**src/rtl/branch_predict_ctrl.sv**
```systemverilog
`default_nettype none
// ============================================================================
// Module   : branch_predict_ctrl
// Purpose  : 2-bit saturating branch direction table with mispredict
//            redirect and IF/ID squash sequencing for the RV32I pipeline.
// Revision : 1.0 - initial release
// ============================================================================
module branch_predict_ctrl #(
    parameter int XLEN         = 32,
    parameter int IDX_BITS     = 4,
    parameter int FLUSH_CYCLES = 2,
    parameter int CNT_W        = 16
) (
    input  logic             clk,
    input  logic             rst_n,
    input  logic             if_valid,
    input  logic [XLEN-1:0]  if_pc,
    output logic             pred_taken,
    input  logic             ex_valid,
    input  logic             ex_is_branch,
    input  logic [XLEN-1:0]  ex_pc,
    input  logic             ex_pred_taken,
    input  logic             ex_taken,
    input  logic [XLEN-1:0]  ex_target,
    input  logic             stall,
    output logic             redirect,
    output logic [XLEN-1:0]  redirect_pc,
    output logic             flush_if,
    output logic             flush_id,
    output logic             busy,
    output logic [CNT_W-1:0] mispredict_cnt
);

    localparam int         ENTRIES    = 1 << IDX_BITS;
    localparam logic [2:0] FLUSH_LOAD = 3'(FLUSH_CYCLES - 1);

    typedef enum logic [0:0] {
        S_IDLE  = 1'b0,
        S_FLUSH = 1'b1
    } state_t;

    logic [1:0]       r_cnt [ENTRIES];
    state_t           r_state;
    logic [2:0]       r_flush_cnt;
    logic             r_redirect;
    logic [XLEN-1:0]  r_redirect_pc;
    logic             r_busy;
    logic [CNT_W-1:0] r_mis_cnt;

    logic [IDX_BITS-1:0] w_if_idx;
    logic [IDX_BITS-1:0] w_ex_idx;
    logic                w_resolve;
    logic                w_mispred;
    logic                w_unused_if;

    assign w_if_idx    = if_pc[IDX_BITS+1:2];
    assign w_ex_idx    = ex_pc[IDX_BITS+1:2];
    assign w_unused_if = ^{if_pc[XLEN-1:IDX_BITS+2], if_pc[1:0]};

    // Branches seen while flushing are wrong-path and must not train or count.
    assign w_resolve = ex_valid & ex_is_branch & ~stall & (r_state == S_IDLE);
    assign w_mispred = w_resolve & (ex_taken != ex_pred_taken);

    assign pred_taken = r_cnt[w_if_idx][1] & if_valid;

    always_ff @(posedge clk or negedge rst_n) begin
        if (!rst_n) begin
            for (int i = 0; i < ENTRIES; i++) begin
                r_cnt[i] <= 2'b01;
            end
        end else if (w_resolve) begin
            if (ex_taken) begin
                if (r_cnt[w_ex_idx] != 2'b11) begin
                    r_cnt[w_ex_idx] <= r_cnt[w_ex_idx] + 2'd1;
                end
            end else begin
                if (r_cnt[w_ex_idx] != 2'b00) begin
                    r_cnt[w_ex_idx] <= r_cnt[w_ex_idx] - 2'd1;
                end
            end
        end
    end

    always_ff @(posedge clk or negedge rst_n) begin
        if (!rst_n) begin
            r_state       <= S_IDLE;
            r_flush_cnt   <= 3'd0;
            r_redirect    <= 1'b0;
            r_redirect_pc <= '0;
            r_busy        <= 1'b0;
            r_mis_cnt     <= '0;
        end else begin
            r_redirect <= 1'b0;
            case (r_state)
                S_IDLE: begin
                    if (w_mispred) begin
                        r_redirect    <= 1'b1;
                        r_redirect_pc <= ex_taken ? ex_target : (ex_pc + XLEN'(4));
                        r_busy        <= 1'b1;
                        r_flush_cnt   <= FLUSH_LOAD;
                        r_state       <= S_FLUSH;
                        if (r_mis_cnt != '1) begin
                            r_mis_cnt <= r_mis_cnt + CNT_W'(1);
                        end
                    end
                end
                S_FLUSH: begin
                    if (!stall) begin
                        if (r_flush_cnt == 3'd0) begin
                            r_busy  <= 1'b0;
                            r_state <= S_IDLE;
                        end else begin
                            r_flush_cnt <= r_flush_cnt - 3'd1;
                        end
                    end
                end
                default: begin
                    r_busy  <= 1'b0;
                    r_state <= S_IDLE;
                end
            endcase
        end
    end

    assign redirect       = r_redirect;
    assign redirect_pc    = r_redirect_pc;
    assign flush_if       = r_busy;
    assign flush_id       = r_busy;
    assign busy           = r_busy;
    assign mispredict_cnt = r_mis_cnt;

endmodule
`default_nettype wire

```
**config.mk**
```make
export PLATFORM = sky130hd
export DESIGN_NAME = branch_predict_ctrl
export DESIGN_NICKNAME = d
export VERILOG_FILES = /design/src/rtl/branch_predict_ctrl.sv
export SDC_FILE = /design/constraint.sdc
export NUM_CORES = 1
export LEC_CHECK = 0
export CORE_UTILIZATION = 60
export DETAILED_ROUTE_END_ITERATION = 10
export DONT_BUFFER_PORTS = 1
export PLACE_DENSITY = 0.77
export SLEW_MARGIN = 5
export SYNTH_ARGS = -nofsm -noshare
export SYNTH_HDL_FRONTEND = slang
export SYNTH_SLANG_ARGS = --single-unit
```
**constraint.sdc**
```tcl
create_clock -name clk -period 8.3 [get_ports clk]
set_input_delay 0.83 -clock clk [delete_from_list [all_inputs] [get_ports clk]]
set_output_delay 0.83 -clock clk [all_outputs]
set_load 0.1 [all_outputs]
```
==> summary.md <==
| Metric | Value |
|---|---|
| Status | `complete, no violations` |
| Die H | `92.67 um` |
| Synth area leader | `dfrtp_1` |
| Drt drc | `0` |
| Num rows | `32` |
| Fin crit period | `3.426 ns` |
| Boundary Pins | `157` |
| Placer Congestion | `0.8097` |
| DIE AREA | `8587 sq um` |
| Clock power share | `19.3%` |
| Number of port buffers | `0` |
| Via Count | `3577` |
| Grt ovf | `0` |
| Hold Worst Slack | `0.1662 ns` |
| Int Power | `866.0 uW` |
| P_sw | `1.014 mW` |
| Syn_nets | `590` |
| Starting DRT DRC Count | `156` |
| Routed length per instance | `19.43 um` |
| Simple-gate share of the synthesized area | `17.55%` |
| CP most frequent cell | `and2_1` |
| Synth Area per Inst | `10.34 sq um` |
| Yosys top cell area share | `35.51%` |
| Final setup viols | `0` |
| CTS root buf | `clkbuf_8` |
| Chip width | `92.67 um` |
| Post-synth top flop | `dfrtp_1` |
| Inserted Diodes | `0` |
| Synth cell types | `58` |
| Number of hold violations in the final report | `0` |
| Clock transition at path regs | `0.08 ns` |
| Required @ worst endpoint | `8.54 ns` |
| Critical path cell sequence | `mux4_1 > nor2b_1 > a211oi_2 > or2_2 > inv_1 > ha_1 > and2_1 > a211oi_1 > and2_1 > nand3_1 > mux2_2` |
| Sequential fraction of the synthesis area | `44.04%` |
| Adder-Cell Fraction of Synth Area | `2.283%` |
| GRT Resource Usage Total | `26.70%` |
| Max-slew headroom | `31.86%` |
| CTS H-Tree Depth | `3` |
| Post-synthesis mux area share | `15.73%` |
| Crit end category | `flip-flop` |
| Max FO, Critical Path | `15` |
| Final wirelength | `11.12 mm` |
| First-pass GRT wire length | `17.82 mm` |
| Final max-slew violation count | `0` |
| CORE AREA | `7848 sq um` |
| Largest net degree at the start of global routing | `87` |
| Most frequent cells in the layout | `dfrtp_1 (69), nand2_1 (55), nor2_1 (34)` |
| Clock Skews | `0.008192 ns` |
| Synth warn | `0` |
| Most common cell after layout, fill and taps aside | `dfrtp_1` |
| Synth-to-layout area growth | `5.682%` |
| Hold Crit Class | `input port to async pin` |
| Nets | `578` |
| Ys async rst share | `100.0%` |
| FF-to-FF path depth | `11` |
| Number of max-cap violations | `0` |
| Synth area leaders | `dfrtp_1 (36%), dfstp_2 (8.5%), mux2_2 (7.5%), xnor2_1 (4.6%), nand2_1 (4.2%)` |
| Final antenna-violating net count | `0` |
| Leak | `2.223 nW` |
| Pwr/cell area | `360.7 nW/um^2` |
| Slew @ Worst Pin | `1.022 ns` |
| Combinational power share | `15.3%` |
| Startpoint types | `input port` |
| Layout fillers | `619` |
| Worst setup path endpoint | `r_cnt[3]$_DFFE_PN0P_` |
| CTS resizes | `0` |
| Xor and xnor area share after synthesis | `7.458%` |
| Sinks on Clock Net | `86` |
| Initial antenna violation count | `0` |
| Crit path largest cell delay | `0.54 ns` |
| Initial Util | `62.85%` |
| Pre-Repair DR Iteration Count | `4` |
| Reg-to-reg critical path endpoint | `r_cnt[3]$_DFFE_PN0P_` |
| R2R setup slack | `5.03 ns` |
| CP Launch Point | `ex_pc[2]` |
| TritonCTS Buffers | `9` |
| Final Cycle Share | `41.27%` |
| Synth Cell Area | `4932 sq um` |
| Post-CTS setup buffers | `0` |
| Vias per cell | `6.253` |
| CP Class | `input port to flip-flop` |
| Register bit count reported by yosys | `86` |
| Largest family of logic cells by synthesized area | `simple AND/OR/NAND/NOR gates` |
| Peak Freq | `0.2919 GHz` |
| Slowest CP cell | `mux4_1` |
| Worst-skew pair later-pin latency | `0.35 ns` |
| EDFF count, synth | `0` |
| Vias in the first global route | `3614` |
| Mapped Cells | `477` |
| Data arrival time of the worst path | `3.66 ns` |
| Hold buffer count at CTS | `0` |
| Net Sw Frac | `53.94%` |
| Share of cells above drive strength 1 | `18.09%` |
| Hpwl dp | `7.798 mm` |
| Clk buf depth | `2` |
| RSZ-0062 raised after global routing | `false` |
| Maximum VDD drop | `262.4 uV` |
| Complex-gate fraction of the synthesized area | `9.411%` |
| CTS tree | `built` |
| Setup TNS | `0 ns` |
| Sequential fraction of design power | `65.4%` |
critical path: cells and delay by family:
family                     cells  cell delay [ns]
AOI/OAI and AO/OA              2             0.77
adders and majority gates      1             0.17
buffers and inverters          1             0.04
muxes                          2             0.84
and+or+nand+nor                5             1.01
metal layers:
layer / part of all wire, % / global-route usage (%) / up-vias
li1: - / - / 1678
met1: 41 / 34.66 / 1739
met2: 50 / 44.38 / 152
met3: 8.0 / 6.404 / 8
met4: 0.89 / 8.333 / 0
met5: 0 / 0 / -
synth_stat cells (2+ instances only):
cell type,instances
o21ai_0,28
mux4_2,9
o2111ai_1,2
nand4_2,2
inv_1,12
clkbuf_1,8
mux2_2,33
nor2b_1,3
nand2_1,55
nand3_1,21
xor2_1,16
nor2_1,34
buf_1,5
nor3_1,11
buf_2,9
or4_1,2
nand4_1,9
and4_1,5
mux4_1,5
and3_1,5
mux2i_1,7
nor4_1,3
o22ai_1,11
dfstp_2,16
a21oi_1,18
and2_1,10
or3_1,2
o211ai_1,3
xnor2_1,26
dfrtp_1,70
ha_1,9
buf_4,2
power groups by stage:
stage | sequential (mW) | combinational (mW) | clock (mW)
after global placement | 1.23 | 0.274 | 0
after detailed placement | 1.24 | 0.287 | 0
after CTS | 1.23 | 0.289 | 0.370
after global routing | 1.24 | 0.319 | 0.387
final | 1.23 | 0.289 | 0.362
after floorplan | 1.22 | 0.244 | 0
worst min path at each step:
stage	to	slack, ns	from
after floorplan	r_cnt[27]$_DFFE_PN0P_	0.49	r_cnt[27]$_DFFE_PN0P_
after global placement	busy$_DFFE_PN0P_	0.47	busy$_DFFE_PN0P_
after detailed placement	busy$_DFFE_PN0P_	0.49	busy$_DFFE_PN0P_
after CTS	redirect_pc[22]$_DFFE_PN0P_	0.16	rst_n
after global routing	mispredict_cnt[15]$_DFFE_PN0P_	0.15	rst_n
final	mispredict_cnt[15]$_DFFE_PN0P_	0.17	rst_n
metrics by stage:
stage | util (%) | setup slack (ns) | instances | total power, mW | instance area (sq um)
after CTS | 66.33 | 4.841 | 572 | 1.888 | 5205
final | 66.42 | 4.874 | 572 | 1.880 | 5213
after floorplan | - | 4.954 | 477 | 1.467 | 4932
after global routing | 66.42 | 4.590 | 572 | 1.949 | 5213
after global placement | 63.15 | 4.609 | 556 | 1.503 | 4956
after detailed placement | 63.15 | 4.541 | 556 | 1.523 | 4956
layout make-up:
type | count | area [sq um] | share of cell area [%]
clock buffers | 13 | 158.9 | 3.048
clock inverters | 3 | 90.09 | 1.728
repair buffers | 2 | 15.01 | 0.2880
inverters | 14 | 53.80 | 1.032
flip-flops and latches | 86 | 2173 | 41.69
multi-input cells | 352 | 2594 | 49.76
well taps | 102 | 127.6 | 2.448
cells by family after synthesis:
family | after synthesis
xor gates and xnor gates | 42
muxes | 54
buffers and inverters | 39
DFF | 86
AOI/OAI and AO/OA | 77
adders and majority gates | 9
and+or+nand+nor | 170
(Power assumes the default switching activity.)
